`config.mk`:
```
export PLATFORM = sky130hd
export DESIGN_NAME = alu_op_sequencer_flat
export DESIGN_NICKNAME = d
export VERILOG_FILES = /design/src/rtl/alu_op_sequencer_pkg.sv /design/src/rtl/alu_op_sequencer_if.sv /design/src/rtl/alu_lat_counter.sv /design/src/rtl/alu_op_sequencer.sv /design/src/flat_wrapper.sv
export SDC_FILE = /design/constraint.sdc
export NUM_CORES = 1
export LEC_CHECK = 0
export ABC_AREA = 1
export BUFFER_PORTS_ARGS = -buffer_cell sky130_fd_sc_hd__buf_2
export CORE_UTILIZATION = 42
export DETAILED_ROUTE_END_ITERATION = 6
export PLACE_DENSITY = 0.78
export SLEW_MARGIN = 0
export SYNTH_ARGS = -nofsm -noshare
export SYNTH_HDL_FRONTEND = slang
export SYNTH_HIERARCHICAL = 1
export SYNTH_SLANG_ARGS = --single-unit
export TNS_END_PERCENT = 50
```
`constraint.sdc`:
```
create_clock -name clock -period 1.8 [get_ports clock]
set_input_delay 0.27 -clock clock [delete_from_list [all_inputs] [get_ports clock]]
set_output_delay 0.27 -clock clock [all_outputs]
set_load 0.02 [all_outputs]
```
`src/rtl/alu_op_sequencer_pkg.sv`:
```
// Shared definitions for the ALU op sequencer: opcodes, FSM states,
// response error codes and the per-op latency helper.
package alu_op_sequencer_pkg;

  // ALUControl opcodes. 1101..1111 are illegal.
  localparam logic [3:0] OP_ADD  = 4'b0000;
  localparam logic [3:0] OP_SUB  = 4'b0001;
  localparam logic [3:0] OP_AND  = 4'b0010;
  localparam logic [3:0] OP_OR   = 4'b0011;
  localparam logic [3:0] OP_SHR  = 4'b0100;
  localparam logic [3:0] OP_SHRA = 4'b0101;
  localparam logic [3:0] OP_SHL  = 4'b0110;
  localparam logic [3:0] OP_MUL  = 4'b0111;
  localparam logic [3:0] OP_NEG  = 4'b1000;
  localparam logic [3:0] OP_NOT  = 4'b1001;
  localparam logic [3:0] OP_DIV  = 4'b1010;
  localparam logic [3:0] OP_ROL  = 4'b1011;
  localparam logic [3:0] OP_ROR  = 4'b1100;

  // Response error codes.
  localparam logic [1:0] ERR_OK   = 2'b00;
  localparam logic [1:0] ERR_DIV0 = 2'b01;
  localparam logic [1:0] ERR_ILL  = 2'b10;

  // Latency counter width; latencies up to 256 cycles are representable.
  localparam int CNT_W = 8;

  typedef enum logic [1:0] {
    ST_IDLE = 2'b00,
    ST_EXEC = 2'b01,
    ST_RESP = 2'b10
  } state_t;

  function automatic logic op_legal(input logic [3:0] op);
    return op <= OP_ROR;
  endfunction

  // Counter load value is LAT(op)-1 so that done (cnt==0) marks the last EXEC cycle.
  function automatic logic [CNT_W-1:0] lat_load(input logic [3:0] op,
                                                 input int unsigned lat_simple,
                                                 input int unsigned lat_mul,
                                                 input int unsigned lat_div);
    int unsigned lat;
    lat = lat_simple;
    if (op == OP_MUL) lat = lat_mul;
    else if (op == OP_DIV) lat = lat_div;
    return CNT_W'(lat - 1);
  endfunction

endpackage

```
`src/rtl/alu_op_sequencer_if.sv`:
```
// Request, ALU-side and response signals of the op sequencer.
// Handshakes: a transfer happens on a rising clock edge where both valid and
// ready are high; valid never waits on ready, and the sender keeps its payload
// stable while valid is high and ready is low.
interface alu_op_sequencer_if;
  logic        req_valid;
  logic        req_ready;
  logic [3:0]  req_op;
  logic [31:0] req_a;
  logic [31:0] req_b;
  logic        flush;
  logic [31:0] alu_a;
  logic [31:0] alu_b;
  logic [3:0]  alu_ctrl;
  logic [63:0] alu_out;
  logic        alu_zero;
  logic        resp_valid;
  logic        resp_ready;
  logic [31:0] z_hi;
  logic [31:0] z_lo;
  logic        z_zero;
  logic [1:0]  resp_err;

  // Sequencer side.
  modport slave (
    input  req_valid, req_op, req_a, req_b, flush, alu_out, alu_zero, resp_ready,
    output req_ready, alu_a, alu_b, alu_ctrl, resp_valid, z_hi, z_lo, z_zero, resp_err
  );

  // Requester / ALU / consumer side.
  modport master (
    output req_valid, req_op, req_a, req_b, flush, alu_out, alu_zero, resp_ready,
    input  req_ready, alu_a, alu_b, alu_ctrl, resp_valid, z_hi, z_lo, z_zero, resp_err
  );
endinterface

```
`src/rtl/alu_lat_counter.sv`:
```
// Loadable down-counter that times the EXEC phase; done marks cnt==0.
module alu_lat_counter
  import alu_op_sequencer_pkg::*;
(
  input  logic             clock,
  input  logic             reset,
  input  logic             load,
  input  logic [CNT_W-1:0] load_val,
  input  logic             dec,
  output logic             done
);

  logic [CNT_W-1:0] cnt;

  // Load on issue, otherwise count down while enabled and stop at zero.
  always_ff @(posedge clock) begin
    if (reset) begin
      cnt <= '0;
    end else if (load) begin
      cnt <= load_val;
    end else if (dec && (cnt != '0)) begin
      cnt <= cnt - CNT_W'(1);
    end
  end

  assign done = (cnt == '0);

endmodule

```
`src/rtl/alu_op_sequencer.sv`:
```
// Multi-cycle issue controller for the external 64-bit-result ALU.
// Accepts an op, holds the ALU inputs for the op latency, captures ALUOut
// into the Z register and returns it over a response handshake.
module alu_op_sequencer
  import alu_op_sequencer_pkg::*;
#(
  parameter int unsigned LAT_SIMPLE = 1,
  parameter int unsigned LAT_MUL    = 4,
  parameter int unsigned LAT_DIV    = 8
) (
  input  logic                clock,
  input  logic                reset,
  alu_op_sequencer_if.slave   bus,
  output state_t              fsm_state
);

  state_t state, state_next;

  logic accept;
  logic load;
  logic capture;
  logic reject_ill;
  logic reject_div0;
  logic done;

  alu_lat_counter u_lat (
    .clock    (clock),
    .reset    (reset),
    .load     (load),
    .load_val (lat_load(bus.req_op, LAT_SIMPLE, LAT_MUL, LAT_DIV)),
    .dec      (state == ST_EXEC),
    .done     (done)
  );

  // State register.
  always_ff @(posedge clock) begin
    if (reset) state <= ST_IDLE;
    else       state <= state_next;
  end

  // Next state, handshake outputs and register-update strobes.
  always_comb begin
    state_next     = state;
    bus.req_ready  = 1'b0;
    bus.resp_valid = 1'b0;
    accept         = 1'b0;
    load           = 1'b0;
    capture        = 1'b0;
    reject_ill     = 1'b0;
    reject_div0    = 1'b0;
    case (state)
      ST_IDLE: begin
        // flush is meaningless here; a concurrent request is still taken.
        bus.req_ready = 1'b1;
        if (bus.req_valid) begin
          accept = 1'b1;
          if (!op_legal(bus.req_op)) begin
            reject_ill = 1'b1;
            state_next = ST_RESP;
          end else if ((bus.req_op == OP_DIV) && (bus.req_b == '0)) begin
            reject_div0 = 1'b1;
            state_next  = ST_RESP;
          end else begin
            load       = 1'b1;
            state_next = ST_EXEC;
          end
        end
      end
      ST_EXEC: begin
        if (bus.flush) begin
          state_next = ST_IDLE;
        end else if (done) begin
          capture    = 1'b1;
          state_next = ST_RESP;
        end
      end
      ST_RESP: begin
        bus.resp_valid = 1'b1;
        if (bus.flush || bus.resp_ready) state_next = ST_IDLE;
      end
      default: state_next = ST_IDLE;
    endcase
  end

  // Operand latch on accept; Z/error update on capture or reject only.
  always_ff @(posedge clock) begin
    if (reset) begin
      bus.alu_a    <= '0;
      bus.alu_b    <= '0;
      bus.alu_ctrl <= '0;
      bus.z_hi     <= '0;
      bus.z_lo     <= '0;
      bus.z_zero   <= 1'b0;
      bus.resp_err <= ERR_OK;
    end else begin
      if (accept) begin
        bus.alu_a    <= bus.req_a;
        bus.alu_b    <= bus.req_b;
        bus.alu_ctrl <= bus.req_op;
      end
      if (reject_ill || reject_div0) begin
        bus.z_hi     <= '0;
        bus.z_lo     <= '0;
        bus.z_zero   <= 1'b0;
        bus.resp_err <= reject_ill ? ERR_ILL : ERR_DIV0;
      end else if (capture) begin
        bus.z_hi     <= bus.alu_out[63:32];
        bus.z_lo     <= bus.alu_out[31:0];
        bus.z_zero   <= bus.alu_zero;
        bus.resp_err <= ERR_OK;
      end
    end
  end

  assign fsm_state = state;

endmodule
```
`src/flat_wrapper.sv`:
```
// flat-port wrapper written by rule: the top's interface ports become plain ports
module alu_op_sequencer_flat import alu_op_sequencer_pkg::*;
#(
  parameter int unsigned LAT_SIMPLE = 1,
  parameter int unsigned LAT_MUL    = 4,
  parameter int unsigned LAT_DIV    = 8
)
  (clock, reset, fsm_state, bus_req_valid, bus_req_op, bus_req_a, bus_req_b, bus_flush, bus_alu_out, bus_alu_zero, bus_resp_ready, bus_req_ready, bus_alu_a, bus_alu_b, bus_alu_ctrl, bus_resp_valid, bus_z_hi, bus_z_lo, bus_z_zero, bus_resp_err);
  alu_op_sequencer_if bus_i ();
  input  logic clock;
  input  logic reset;
  output state_t fsm_state;
  input wire logic [$bits(bus_i.req_valid)-1:0] bus_req_valid;
  input wire logic [$bits(bus_i.req_op)-1:0] bus_req_op;
  input wire logic [$bits(bus_i.req_a)-1:0] bus_req_a;
  input wire logic [$bits(bus_i.req_b)-1:0] bus_req_b;
  input wire logic [$bits(bus_i.flush)-1:0] bus_flush;
  input wire logic [$bits(bus_i.alu_out)-1:0] bus_alu_out;
  input wire logic [$bits(bus_i.alu_zero)-1:0] bus_alu_zero;
  input wire logic [$bits(bus_i.resp_ready)-1:0] bus_resp_ready;
  output wire logic [$bits(bus_i.req_ready)-1:0] bus_req_ready;
  output wire logic [$bits(bus_i.alu_a)-1:0] bus_alu_a;
  output wire logic [$bits(bus_i.alu_b)-1:0] bus_alu_b;
  output wire logic [$bits(bus_i.alu_ctrl)-1:0] bus_alu_ctrl;
  output wire logic [$bits(bus_i.resp_valid)-1:0] bus_resp_valid;
  output wire logic [$bits(bus_i.z_hi)-1:0] bus_z_hi;
  output wire logic [$bits(bus_i.z_lo)-1:0] bus_z_lo;
  output wire logic [$bits(bus_i.z_zero)-1:0] bus_z_zero;
  output wire logic [$bits(bus_i.resp_err)-1:0] bus_resp_err;
  assign bus_i.req_valid = bus_req_valid;
  assign bus_i.req_op = bus_req_op;
  assign bus_i.req_a = bus_req_a;
  assign bus_i.req_b = bus_req_b;
  assign bus_i.flush = bus_flush;
  assign bus_i.alu_out = bus_alu_out;
  assign bus_i.alu_zero = bus_alu_zero;
  assign bus_i.resp_ready = bus_resp_ready;
  assign bus_req_ready = bus_i.req_ready;
  assign bus_alu_a = bus_i.alu_a;
  assign bus_alu_b = bus_i.alu_b;
  assign bus_alu_ctrl = bus_i.alu_ctrl;
  assign bus_resp_valid = bus_i.resp_valid;
  assign bus_z_hi = bus_i.z_hi;
  assign bus_z_lo = bus_i.z_lo;
  assign bus_z_zero = bus_i.z_zero;
  assign bus_resp_err = bus_i.resp_err;
  alu_op_sequencer #(.LAT_SIMPLE(LAT_SIMPLE), .LAT_MUL(LAT_MUL), .LAT_DIV(LAT_DIV)) u_core (.clock(clock), .reset(reset), .bus(bus_i), .fsm_state(fsm_state));
endmodule
```
=== Word-level counts from Yosys, hierarchy flattened ===
Cells that the tools add are included.

* Logic and storage cells: 63
* Flip-flop bits (word level): 145

* $lt $le $gt $ge: 1
* Add/sub/neg operators: 2
* Eq/ne operators: 7
* Multiplexer cells: 32
* Reduce and logical (&&, ||, !) cells: 12

{| class="wikitable"
|+ Operators by type and width
! kind !! number
|-
| $logic_not A32 Y1 || 1
|-
| $mux W1 || 18
|-
| $mux W2 || 9
|-
| $mux W8 || 2
|-
| $sub A8 B1 Y8 const B || 2
|-
| $logic_not A8 Y1 || 1
|-
| $mux W4 || 2
|-
| $reduce_bool A8 Y1 || 1
|-
| $pmux W2 S3 || 1
|-
| $eq A4 B3 Y1 const B || 1
|-
| $eq A4 B4 Y1 const B || 1
|-
| $le A4 B4 Y1 const B || 1
|-
| $reduce_bool A2 Y1 || 2
|-
| $ne A3 B2 Y1 const B || 1
|-
| $reduce_and A3 Y1 || 1
|-
| $eq A2 B1 Y1 const B || 1
|-
| $eq A2 B2 Y1 const B || 1
|-
| $logic_and A1 B1 Y1 || 2
|-
| $logic_not A2 Y1 || 1
|-
| $logic_or A1 B1 Y1 || 2
|-
| $ne A2 B1 Y1 const B || 1
|-
| $ne A2 B2 Y1 const B || 1
|-
| $reduce_or A2 Y1 || 1
|}

=== Longest topological paths before layout ===
Gate-level depths: netlist (run 1).

* Word-level depth: 8
* Mapped depth: 16
* Mapped depth without buffers: 15

=== Cells and area by module ===
The synthesis (run 1) kept the hierarchy.

{| class="wikitable"
|+ By module, submodules not included
! module !! cells an instance !! area an instance (µm²) !! times used
|-
| alu_op_sequencer || 645 || 5250.0 || 1
|-
| alu_lat_counter || 101 || 591.8 || 1
|}

=== Worst setup path after synthesis (run 1) ===
Ideal clock, no wire load.

* Kind: register -> register
* Start: register u_core.state[1], in the netlist u_core/fsm_state[1]
* End: register u_core.u_lat.cnt[1]
* Data required time: 1.687 ns
* Path slack: -0.294 ns
* Cell stages (with the launch flop): 14
* Setup time: 0.113 ns
* Clock period less this slack: 2.094 ns
* Arrival: 1.980 ns
* Cells stage by stage: dfxtp_1 nor2_2 nand2_2 inv_2 buf_4 buf_4 nand2_1 inv_1 clkbuf_1 inv_2 nand2_4 clkinv_2 nor2_1 nor2_1

* Cells in the longest elaborated chain, start to end: 3

{| class="wikitable"
|+ RTL lines
! what !! RTL line !! text
|-
| start: declaration || alu_op_sequencer.sv:17 || <nowiki>state_t state, state_next;</nowiki>
|-
| start signal: assignment || alu_op_sequencer.sv:38 || <nowiki>else state <= state_next;</nowiki>
|-
| $logic_not A2 Y1 (*) || alu_op_sequencer.sv:51 || <nowiki>case (state)</nowiki>
|-
| $mux W1 (*) || alu_op_sequencer.sv:51 ||
|-
| named net u_core.load || alu_op_sequencer.sv:20 || <nowiki>logic load;</nowiki>
|-
| $mux W8 / $reduce_bool A2 Y1 (equally long branches) || n/a ||
|-
| end signal: assignment || alu_lat_counter.sv:20 || <nowiki>cnt <= load_val;</nowiki>
|-
| end signal: assignment || alu_lat_counter.sv:22 || <nowiki>cnt <= cnt - CNT_W'(1);</nowiki>
|-
| end: declaration || alu_lat_counter.sv:13 || <nowiki>logic [CNT_W-1:0] cnt;</nowiki>
|}

The timed path passes the listed nets; every way through them passes the cells marked *.
A chain may end at the register's enable or synchronous reset.

=== Worst setup path in the final report (run 1) ===
* Start: register u_core.u_lat.cnt[1]
* End: register u_core.bus.z_hi[28]

* Cells in the longest elaborated chain, start to end: 4

{| class="wikitable"
|+ RTL lines
! what !! RTL line !! text
|-
| $logic_not A8 Y1 || alu_lat_counter.sv:26 || <nowiki>assign done = (cnt == '0);</nowiki>
|-
| named net u_core.done || alu_op_sequencer.sv:24 || <nowiki>logic done;</nowiki>
|-
| $mux W1 || alu_op_sequencer.sv:72 || <nowiki>end else if (done) begin</nowiki>
|-
| $mux W1 || alu_op_sequencer.sv:70 || <nowiki>if (bus.flush) begin</nowiki>
|-
| $mux W1 || alu_op_sequencer.sv:51 ||
|-
| end signal: assignment || alu_op_sequencer.sv:107 || <nowiki>bus.z_hi <= bus.alu_out[63:32];</nowiki>
|-
| end: declaration || alu_op_sequencer_if.sv:27 || <nowiki>output req_ready, alu_a, alu_b, alu_ctrl, resp_valid, z_hi, z_lo, z_zero, resp_err</nowiki>
|}

The timed path passes the listed nets, and every way through them passes these cells.

==> results of run 1 <==
flip-flops by register name (all words and copies together) (netlist names):
register             flops
u_core/bus.z_zero        1
u_core/u_lat/cnt         8
u_core/bus.alu_a        32
u_core/bus.alu_ctrl      4
u_core/bus.z_lo         32
u_core/bus.z_hi         32
u_core/fsm_state         2
u_core/bus.alu_b        32
u_core/bus.resp_err      2
final timing paths:
kind                            cells after the start                start  slack, ns             endpoint
worst min register to register                      2   u_core/bus.z_lo[2]       0.46   u_core/bus.z_lo[2]
worst max-delay path                                9  u_core/u_lat/cnt[1]       0.19  u_core/bus.z_hi[28]
worst max register to register                      9  u_core/u_lat/cnt[1]       0.19  u_core/bus.z_hi[28]
worst min-delay path                                3      bus_alu_out[10]        0.1  u_core/bus.z_lo[10]
cells by family after synthesis:
logic type | after synthesis
xor gates and xnor gates | 1
adders and majority gates | 2
buffers and inverters | 74
and+or+nand+nor | 372
AOI/OAI and AO/OA | 151
other | 1
DFF | 145
cell usage after synthesis (2+ instances only):
| cell | number |
|---|---|
| nand2_4 | 2 |
| nand3_1 | 15 |
| inv_1 | 20 |
| dfxtp_1 | 145 |
| o21ai_0 | 72 |
| ha_1 | 2 |
| nand3_4 | 3 |
| nor2_4 | 2 |
| buf_4 | 7 |
| a21oi_1 | 25 |
| inv_2 | 8 |
| nor2_2 | 4 |
| buf_6 | 2 |
| nor2_1 | 164 |
| clkbuf_1 | 19 |
| a21oi_2 | 50 |
| buf_12 | 6 |
| nand4_1 | 6 |
| nand2_1 | 172 |
| nand2_2 | 3 |
| buf_2 | 9 |
metal layers:
layer	wire, µm	part of all wire (%)
met4	490	3.1
met3	902	5.8
met1	6630	43
met2	7540	48
met5	0	0
where the power goes:
part / switching (µW) / total (µW) / internal, µW
logic: 992 / 1570 / 580
registers: 116 / 3550 / 3430
clock network: 1380 / 3220 / 1850
total: 2480 / 8340 / 5860
layout by cell type (no fill, tap or decap), types with 4 or more instances in the layout:
cell type	count
buf_2	276
nand2_1	172
nor2_1	163
dfxtp_1	143
o21ai_0	72
a21oi_2	50
a21oi_1	25
inv_1	20
clkbuf_16	17
nand3_1	15
buf_4	13
inv_2	8
buf_12	8
nand4_1	6
conb_1	5
nor2_2	4
worst max-delay path, cell delays in order, from the launching register on:
cell     delay, ns
dfxtp_1       0.33
inv_1         0.08
ha_1          0.15
nand2_1       0.08
nor2_2        0.20
nand3_4       0.12
inv_2         0.12
buf_12        0.20
nand2_1       0.12
a21oi_2       0.14
timing repair:
action,CTS,global route
gates resized for setup,0,1
setup buffers,0,0
endpoints found under the setup margin,0,5
hold buffers,0,0
final cells by class:
| type | instances | area [µm²] |
|---|---|---|
| fill | 1232 | 5450 |
| sequential | 145 | 2910 |
| multi-input combinational | 531 | 2530 |
| timing repair buffer | 297 | 1640 |
| clock buffer | 22 | 464 |
| tap | 176 | 220 |
| inverter | 30 | 114 |
| clock inverter | 10 | 77.6 |
| antenna | 1 | 2.50 |
per-stage QoR:
| step | power [µW] | hold slack, ns |
|---|---|---|
| final | 8340 | 0.0977 |
| after global routing | 8750 | 0.0936 |
| after global placement | 5150 | 0.446 |
| after detailed placement | 5180 | 0.449 |
| after CTS | 8410 | 0.0819 |
| after floorplan | 4640 | 0.332 |
==> reports/metrics.csv, run 1 <==
metric;value;unit
outcome;finished, final reports clean;
power_leakage;0.00372;µW
cts_max_path_buffers;2;
synth_top_family_by_area;simple AND/OR/NAND/NOR gates;
crit_arrival;1.96;ns
synth_warnings;6;
coreArea;0.0134;mm²
pre_cts_slack;0.0350;ns
ant_nets;0;
critPathLaunchType;flop;
min_path_type;in2reg;
die_w;120;µm
place_area;0.00741;mm²
rsz0062_at_grt;no;
place_congestion;0.859;
htree_levels;4;
syn_area_per_cell;7.83;µm²
yosys_register_bits;145;
hold_viol;0;
cts_sinks;145;
synthTopCellsByArea;dfxtp_1, nand2_1, nor2_1;
crit_type;reg2reg;
globalRouteOverflowTotal;0;
hpwl;11.2;mm
fmax;0.622;GHz
grt_pass1_vias;5283;
drt_iter0_drc;336;
crit_required;2.15;ns
cts_tree;done;
min_period_over_period;89.3;%
use_met2;35.2;%
clk_latency;0.42;ns
setup_violations;0;
synth_compound_area_share;16.3;%
cts_root_buffer;clkbuf_16;
wl;15.6;mm
synth_top_area_cell;dfxtp_1;
grt_max_degree;70;
synth_ff_type;dfxtp_1;
async_flop_share;0;%
dieArea;0.0144;mm²
layout.nets;1162;
clock_skew;0.0104;ns
num_io_pins;277;
grt_busiest_layer;met2;
seq_area_frac_synth;49.7;%
stdcell_area;0.00796;mm²
synthCells;746;
yosys.area.top_type_share;49.7;%
synthMuxAreaShare;0;%
vias;5674;
dpl.cell_count;1179;
wl_per_cell;12.8;µm
die_h;120;µm
ys_types;31;
finalSetupTns;0;ns
numCtsBuffers;17;
p_per_area;1050;mW/mm²
area_growth;36.2;%
grt_use_met1;26.3;%
crit_path_end_kind;flop;
io_buffers;276;
synth_edf_count;0;
grt_pass1_wl;24.9;mm
drive_above_1_share;38.8;%
initial_core_util;43.6;%
synthXorXnorAreaFrac;0.150;%
dr.pass1.iters;5;
finalCriticalPeriod;1.61;ns
clkSlewWorstSetupHoldPaths;0.06;ns
synth_fa_ha_area_share;0.428;%
core.rowCount;42;
drc;0;
layout_setup_ws;0.193;ns
fin_cells;1212;
grt_usage;21.7;%
via_per_inst;4.68;
crit_path_max_fanout;37;
peakVddDrop;0.819;mV
antenna_found_initial;1;
synth_area;0.00584;mm²
slew_violations;0;
maxCapViolations;0;
final_util;59.4;%
use_met3;5.66;%
synth_simple_gate_area_share;26.0;%
Power figures use the tool's default switching activity.
==> inputs of run 2 (changes only) <==
--- a/config.mk
+++ b/config.mk
@@ -7,6 +7,7 @@
 export LEC_CHECK = 0
 export ABC_AREA = 1
 export BUFFER_PORTS_ARGS = -buffer_cell sky130_fd_sc_hd__buf_2
+export CORE_ASPECT_RATIO = 0.75
 export CORE_UTILIZATION = 42
 export DETAILED_ROUTE_END_ITERATION = 6
 export PLACE_DENSITY = 0.78
==> constraint.sdc (replaced) <==
create_clock -name clock -period 1.8 [get_ports clock]
set_input_delay 0.36 -clock clock [delete_from_list [all_inputs] [get_ports clock]]
set_output_delay 0.36 -clock clock [all_outputs]
set_load 0.02 [all_outputs]
==> reports/metrics.csv, run 2 (same netlist as run 1, synthesis figures left out) <==
metric;value;unit;change
cts_sinks;145;;unchanged
final_cell_mix;buf_2, nand2_1, nor2_1;;
antenna_cells;0;;-1
clkSlewWorstSetupHoldPaths;0.07;ns;about the same
setup_violations;0;;unchanged
fmax;0.621;GHz;-0.17%
cp_slowest_cell;dfxtp_1;;
crit_required;2.14;ns;about the same
violations;design-rule violations;;
place_congestion;0.879;;+2.3%
crit_path_end_kind;flop;;
clk_latency;0.41;ns;about the same
power_frac_seq;40.4;%;-2.1 points
finalCriticalPeriod;1.61;ns;+0.00274 ns
num_io_pins;277;;unchanged
layout_setup_ws;0.190;ns;-0.00274 ns
vias;5712;;+0.67%
io_buffers;276;;unchanged
crit_path_max_fanout;30;;-19%
cp_cell_sequence;inv_1 -> ha_1 -> nand2_1 -> nor2_4 -> nand3_4 -> inv_4 -> buf_12 -> nand2_1 -> a21oi_2;;
grt_pass1_vias;5369;;+1.6%
fillers;1210;;-1.8%
min_path_type;in2reg;;
grt_usage;21.6;%;-0.076 points
grt_max_degree;70;;unchanged
clock_skew;0.00828;ns;-0.00212 ns
critical-path-max-stage-delay;0.32;ns;about the same
via_per_inst;4.74;;+1.2%
dr.pass1.iters;7;;+2
cts_max_path_buffers;2;;unchanged
cts_setup_buffers;0;;unchanged
pre_cts_slack;-0.0645;ns;-0.0995 ns
final_common_cell;buf_2;;
wl;15.7;mm;+0.72%
critPathLaunchType;flop;;
intPower;6140;µW;+4.7%
p_clk_share;41.4;%;+2.8 points
initial_core_util;44.0;%;+0.37 points
place_area;0.00739;mm²;-0.19%
die_h;104;µm;-13%
area_growth;37.6;%;
p_per_area;1090;mW/mm²;+4.1%
postCtsHoldBufs;0;;unchanged
crit_arrival;1.95;ns;about the same
numCtsBuffers;17;;unchanged
core.rowCount;36;;-14%
die_w;138;µm;+15%
peakVddDrop;0.663;mV;-19%
min_period_over_period;89.4;%;+0.15 points
crit_type;reg2reg;;
layout.nets;1162;;unchanged
finalSetupTns;0;ns;unchanged
ant_nets;0;;unchanged
stdcell_area;0.00804;mm²;+1.1%
maxCapViolations;0;;unchanged
rsz0062_at_grt;no;;
hold_viol;0;;unchanged
cts_root_buffer;clkbuf_16;;
globalRouteOverflowTotal;0;;unchanged
drt_iter0_drc;356;;+6.0%
cts_tree;done;;
p_comb_share;18.1;%;-0.7 points
drc;15;;+15
switchingPower;2640;µW;+6.3%
cp_num_buf_inv;3;;unchanged
antenna_found_initial;0;;-1
power_leakage;0.00376;µW;+1.0%
swShare;30.1;%;+0.33 points
grt_pass1_wl;25.5;mm;+2.2%
outcome;complete, but fails checks;;
holdWs;0.198;ns;+0.100 ns
cts_resized;0;;unchanged
coreArea;0.0133;mm²;-0.84%
dieArea;0.0144;mm²;about the same
path_delay_family;simple AND/OR/NAND/NOR gates;;
hpwl;11.2;mm;+0.72%
htree_levels;4;;unchanged
slew_violations;0;;unchanged
path_common_cell;nand2_1;;
power;8780;µW;+5.2%
drive_above_1_share;39.1;%;+0.29 points
wl_per_cell;13.0;µm;+1.2%
==> run 2: cell count changes in the layout (fill, tap and decap cells not counted), moves of 2 or more <==
| cell | change |
|---|---|
| inv_8 | +2 |
| clkinv_4 | -3 |
| clkbuf_8 | -2 |
| clkbuf_1 | -3 |
| clkinv_2 | -2 |
| bufinv_16 | +2 |
| inv_6 | +6 |
==> run 2: layout make-up <==
cell class / count / area, µm² / share of cell area [%]
sequential: 145 / 2910 / 36.1
clock buffer: 17 / 425 / 5.29
inverter: 30 / 116 / 1.45
clock inverter: 15 / 185 / 2.30
multi-input combinational: 531 / 2540 / 31.6
timing repair buffer: 297 / 1660 / 20.6
tap: 171 / 214 / 2.66
==> run 2: power groups by stage <==
stage | registers, µW | clock network (µW) | logic (µW)
after global placement | 3610 | 0 | 1550
after global routing | 3570 | 3870 | 1750
final | 3550 | 3640 | 1590
after detailed placement | 3620 | 0 | 1570
after CTS | 3550 | 3720 | 1570
after floorplan | 3860 | 0 | 779
==> run 2: final timing paths <==
| check | startpoint | endpoint | slack (ns) | cells after the start |
|---|---|---|---|---|
| worst min-delay path | bus_req_a[20] | u_core/bus.alu_a[20] | 0.20 | 3 |
| worst min register to register | u_core/bus.z_zero | u_core/bus.z_zero | 0.46 | 2 |
| worst max register to register | u_core/u_lat/cnt[0] | u_core/bus.z_hi[23] | 0.19 | 9 |
| worst max-delay path | u_core/u_lat/cnt[0] | u_core/bus.z_hi[23] | 0.19 | 9 |
==> run 2: metal layers <==
layer | GRT usage [%] | up-vias | share of wire (%)
li1 | - | 2926 | -
met1 | 27.3 | 2581 | 45
met2 | 36.0 | 184 | 48
met3 | 4.83 | 21 | 5.7
met4 | 8.27 | 0 | 1.7
met5 | 0 | - | 0
==> run 2: metrics by stage <==
| stage | util, % | std cells |
|---|---|---|
| floorplan | - | 750 |
| global placement | 55.6 | 1173 |
| detailed placement | 55.6 | 1173 |
| CTS | 60.2 | 1205 |
| global route | 60.5 | 1206 |
| finish | 60.5 | 1206 |
==> run 2: worst min-delay path: stages <==
cell and delay, ns:
buf_2 0.07, o21ai_0 0.07, nor2_1 0.07
